**src/rtl/serial_tx_sequencer.sv**
```systemverilog
// serial_tx_sequencer: loads a WIDTH-bit word over valid/ready and shifts it
// out LSB first, each bit held for DIV clocks, followed by a one-cycle done.
// Optional feature macro: TX_PARITY_EN (appends an even-parity bit period).
module serial_tx_sequencer #(
    parameter int WIDTH = 8,
    parameter int DIV   = 1
) (
    input  logic             clk,
    input  logic             rst,
    input  logic [WIDTH-1:0] in_data,
    input  logic             in_valid,
    output logic             in_ready,
    output logic             ser_out,
    output logic             ser_en,
    output logic             busy,
    output logic             done
);

    localparam int DIV_W = (DIV > 1) ? $clog2(DIV) : 1;
    localparam int BIT_W = $clog2(WIDTH);

    localparam logic [DIV_W-1:0] DIV_LAST = DIV_W'(DIV - 1);
    localparam logic [BIT_W-1:0] BIT_LAST = BIT_W'(WIDTH - 1);

    generate
        if (WIDTH < 2) begin : g_bad_width
            $error("serial_tx_sequencer: WIDTH must be >= 2");
        end
        if (DIV < 1) begin : g_bad_div
            $error("serial_tx_sequencer: DIV must be >= 1");
        end
    endgenerate

    typedef enum logic [1:0] {
        ST_IDLE   = 2'd0,
        ST_SHIFT  = 2'd1,
`ifdef TX_PARITY_EN
        ST_PARITY = 2'd2,
`endif
        ST_DONE   = 2'd3
    } state_t;

    state_t           state_q, state_d;
    logic [WIDTH-1:0] shreg_q, shreg_d;
    logic [BIT_W-1:0] bit_cnt_q, bit_cnt_d;
    logic [DIV_W-1:0] div_cnt_q, div_cnt_d;
`ifdef TX_PARITY_EN
    logic             par_q, par_d;
`endif

    logic period_end;
    assign period_end = (div_cnt_q == DIV_LAST);

    // State and datapath registers; async reset abandons any frame in flight.
    always_ff @(posedge clk or negedge rst) begin
        if (!rst) begin
            state_q   <= ST_IDLE;
            shreg_q   <= '0;
            bit_cnt_q <= '0;
            div_cnt_q <= '0;
`ifdef TX_PARITY_EN
            par_q     <= 1'b0;
`endif
        end else begin
            state_q   <= state_d;
            shreg_q   <= shreg_d;
            bit_cnt_q <= bit_cnt_d;
            div_cnt_q <= div_cnt_d;
`ifdef TX_PARITY_EN
            par_q     <= par_d;
`endif
        end
    end

    // Next-state and datapath update: load on accept, count bit periods, shift.
    always_comb begin
        state_d   = state_q;
        shreg_d   = shreg_q;
        bit_cnt_d = bit_cnt_q;
        div_cnt_d = div_cnt_q;
`ifdef TX_PARITY_EN
        par_d     = par_q;
`endif
        case (state_q)
            ST_IDLE: begin
                if (in_valid) begin
                    shreg_d   = in_data;
                    bit_cnt_d = '0;
                    div_cnt_d = '0;
`ifdef TX_PARITY_EN
                    par_d     = ^in_data;
`endif
                    state_d   = ST_SHIFT;
                end
            end
            ST_SHIFT: begin
                if (period_end) begin
                    div_cnt_d = '0;
                    shreg_d   = shreg_q >> 1;
                    bit_cnt_d = bit_cnt_q + BIT_W'(1);
                    if (bit_cnt_q == BIT_LAST) begin
`ifdef TX_PARITY_EN
                        state_d = ST_PARITY;
`else
                        state_d = ST_DONE;
`endif
                    end
                end else begin
                    div_cnt_d = div_cnt_q + DIV_W'(1);
                end
            end
`ifdef TX_PARITY_EN
            ST_PARITY: begin
                if (period_end) begin
                    div_cnt_d = '0;
                    state_d   = ST_DONE;
                end else begin
                    div_cnt_d = div_cnt_q + DIV_W'(1);
                end
            end
`endif
            ST_DONE: begin
                state_d = ST_IDLE;
            end
            default: begin
                state_d = ST_IDLE;
            end
        endcase
    end

    // Outputs decoded from registered state only; in_valid never reaches them.
    always_comb begin
        in_ready = 1'b0;
        ser_out  = 1'b0;
        ser_en   = 1'b0;
        busy     = 1'b1;
        done     = 1'b0;
        case (state_q)
            ST_IDLE: begin
                in_ready = 1'b1;
                busy     = 1'b0;
            end
            ST_SHIFT: begin
                ser_out = shreg_q[0];
                ser_en  = (div_cnt_q == '0);
            end
`ifdef TX_PARITY_EN
            ST_PARITY: begin
                ser_out = par_q;
                ser_en  = (div_cnt_q == '0);
            end
`endif
            ST_DONE: begin
                done = 1'b1;
            end
            default: begin
                busy = 1'b0;
            end
        endcase
    end

endmodule

```
**config.mk**
```make
export PLATFORM = sky130hd
export DESIGN_NAME = serial_tx_sequencer
export DESIGN_NICKNAME = d
export VERILOG_FILES = /design/src/rtl/serial_tx_sequencer.sv
export SDC_FILE = /design/constraint.sdc
export NUM_CORES = 1
export LEC_CHECK = 0
export BUFFER_PORTS_ARGS = -buffer_cell sky130_fd_sc_hd__buf_2
export CAP_MARGIN = 30
export CORE_MARGIN = 2
export CORE_UTILIZATION = 44
export CTS_CLUSTER_SIZE = 14
export DETAILED_ROUTE_END_ITERATION = 10
export PLACE_DENSITY = 0.69
export RECOVER_POWER = 50
export SYNTH_ARGS = -nofsm -noshare
export SYNTH_HDL_FRONTEND = slang
export SYNTH_SLANG_ARGS = --single-unit
```
**constraint.sdc**
```tcl
create_clock -name clk -period 1.4 [get_ports clk]
set_clock_uncertainty 0.2 [all_clocks]
set_input_delay 0.28 -clock clk [delete_from_list [all_inputs] [get_ports clk]]
set_output_delay 0.28 -clock clk [all_outputs]
set_load 0.005 [all_outputs]
```
==> flow_summary_export.csv <==
group,metric,value,unit
outcome,outcome,"finished, violations left",
outcome,violations,"setup timing",
die,chipHeight,42.4,microns
synth,synth_cells,54,
drt,wirelength,1410,microns
power,p_per_area,2350,mW/mm^2
clock_tree,root_buffer,"clkbuf_4",
power,power_frac_comb,59.9,%
place,dpl_worst_slack,-0.111,ns
final_layout,finalNonFillerCells,101,
clock_tree,h-tree-depth,1,
drt,vias_per_cell,5.33,
drt,first_pass_iters,4,
worst_hold_path,min_to,"shreg_q[4]",
global_route,gr-total-overflow,0,
synth,yosys_warnings,0,
synth,yosysUniqueCellTypes,21,
drt,vias,538,
setup_path,worstPathArrival,1.18,ns
clock_tree,clock-sinks,13,
final_layout,syn_to_final_growth,45.0,%
timing,finalCritPeriodShare,118,%
place,place.gp.congestion,0.723,
die,initial_core_util,48.6,%
drt,wire_per_inst,14.0,microns
power,clkPwrFrac,10.2,%
power,leakagePower,0.455,nW
die,io_pins,16,
setup_path,r2r_start,"state_q[0]",
worst_hold_path,holdCritStartpoint,"in_data[4]",
clock_tree,cts_made_buffers,3,
final_layout,nFillCells,105,
timing,finalHoldViolCount,0,
timing,finalSetupTns,-2.02,ns
place,placedCellCount,90,
setup_path,worstPathRequired,0.92,ns
timing,rsz0062_at_grt,"yes",
die,die_area,0.00180,sq mm
synth,syn_area_per_cell,12.0,sq um
setup_path,reg2reg_to,"shreg_q[1]",
power,seqPwrFrac,29.8,%
final_layout,multi_input_area,302,sq um
timing,setup_viol,16,
power,switchingPower,0.749,mW
place,portBuffers,15,
synth,synth_area,648,sq um
timing,fin_hold_ws,0.127,ns
global_route,grt_pass1_vias,513,
final_layout,antenna_cells,0,
place,place_hpwl,988,microns
power,max-vdd-ir-drop,1.35,mV
place,placed_cell_area,785,sq um
final_layout,final_cell_mix,"dfrtp_1, buf_2, buf_6, buf_4, inv_1",
drt,route.detailed.drc,0,
timing,fin_ws,-0.259,ns
drt,ant_nets,0,
power,p_sw_share,33.9,%
timing,slew_violations,0,
setup_path,path_class,"flop to output port",
global_route,grt_first_pass_wirelength,2350,microns
power,finalPower,2.21,mW
die,core-area,0.00133,sq mm
timing,slew-limit-headroom,78.3,%
timing,period_minus_slack,1.66,ns
die,num_rows,13,
setup_path,cp-end-kind,"output port",
clock_tree,clk_latency,0.27,ns
final_layout,regArea,325,sq um
worst_hold_path,min_path_cells,3,
die,dieWidth,42.4,microns
worst_hold_path,hold_path.class,"input port to flop",
clock_tree,clkTransAtPathRegs,0.08,ns
run,max-cap-violations,0,
timing,tightestPinTransition,0.326,ns
synth,ys_ff_latch,13,
clock_tree,clockBufferDepth,2,
setup_path,cp_max_fo,3,
global_route,grt_max_degree,14,
timing,max_freq,603,MHz
synth,ys_seq_area_share,50.2,%
global_route,grt.total_usage,17.3,%
setup_path,critPathLaunchType,"flop",
global_route,antenna_found_initial,0,
synth,synth_fp_nets,67,
drt,drt_iter0_markers,13,
final_layout,final_core_util,70.5,%
final_layout,stdcell_area,940,sq um
final_layout,final_nets,100,
setup_path,ff2ff_path_depth,4,
setup_path,r2r_slack,-0.22,ns
power,intPower,1.46,mW
clock_tree,cts_tree,"done",
final_layout,drive_gt1_share,52.3,%
power by group through the flow:
stage	logic [mW]	clock network, mW	registers, mW
4_1_cts	1.10	0.236	0.655
2_1_floorplan	0.647	0	0.627
6_report	1.32	0.225	0.659
3_5_place_dp	0.966	0	0.668
5_1_grt	1.44	0.258	0.679
3_3_place_gp	0.948	0	0.660
worst max-delay path: stages, from the launching register on:
cell	delay (ns)
dfrtp_1	0.40
or2b_4	0.31
nor2_2	0.08
buf_2	0.11
kinds of logic (layout without fill, tap and decap cells):
group	Yosys count	after routing	share of synthesized area, %
flip-flops	13	13	50.2
AND/OR/NAND/NOR	16	16	17.8
multiplexers	1	1	1.54
AO/OA/AOI/OAI	11	11	17.6
buffers and inverters	11	43	9.07
adder cells (fa/ha/maj)	2	2	3.86
flip-flops by register name, indices dropped and copies added (netlist names):
signal,count
bit_cnt_q,3
shreg_q,8
state_q,2
cells in the mapped netlist:
| master | instances | area (sq um) |
|---|---|---|
| inv_1 | 7 | 26.3 |
| nor3b_1 | 3 | 22.5 |
| dfrtp_1 | 13 | 325 |
| mux2i_1 | 1 | 10.0 |
| nor4b_1 | 2 | 17.5 |
| ha_1 | 2 | 25.0 |
| or2b_2 | 1 | 8.76 |
| a22o_1 | 2 | 17.5 |
| and2_2 | 1 | 7.51 |
| o21bai_4 | 1 | 18.8 |
| o221a_2 | 2 | 22.5 |
| a222oi_1 | 3 | 30.0 |
| buf_6 | 2 | 22.5 |
| a221o_1 | 1 | 10.0 |
| and2_1 | 1 | 6.26 |
| nor2b_1 | 3 | 18.8 |
| buf_2 | 2 | 10.0 |
| and2_0 | 1 | 6.26 |
| a211oi_1 | 2 | 15.0 |
| or4b_1 | 2 | 20.0 |
| nor2_1 | 2 | 7.51 |
worst max-delay path by stage:
stage                       endpoint  slack [ns]  startpoint  cells past startpoint
after CTS                    ser_out       -0.24  state_q[1]                      3
after floorplan           shreg_q[1]       -0.03  state_q[0]                      3
after detailed placement  shreg_q[2]       -0.11  state_q[0]                      4
final                        ser_out       -0.26  state_q[0]                      3
after global routing         ser_out       -0.33  state_q[0]                      3
after global placement    shreg_q[2]       -0.05  state_q[0]                      4
timing repair:
item	CTS	global route
endpoints found under the setup margin	13	15
buffers inserted	3	4
gates resized for setup	5	13
hold endpoints to repair	13	0
hold buffers	1	0
pin swaps	4	4
per-layer routing:
metal | vias up | wire (microns) | global-route usage, %
met5 | - | 0 | 0
met4 | 0 | 37 | 5.63
met3 | 4 | 60 | 3.45
met2 | 15 | 689 | 28.3
met1 | 258 | 626 | 22.8
li1 | 261 | - | -
area by class of cell:
class,instances,share of cell area [%]
Sequential cell,13,34.6
Multi-Input combinational cell,30,32.1
Timing Repair Buffer,32,25.7
Clock buffer,4,2.80
Inverter,7,2.80
Tap cell,15,2.00
Power figures use the tool's default switching activity.
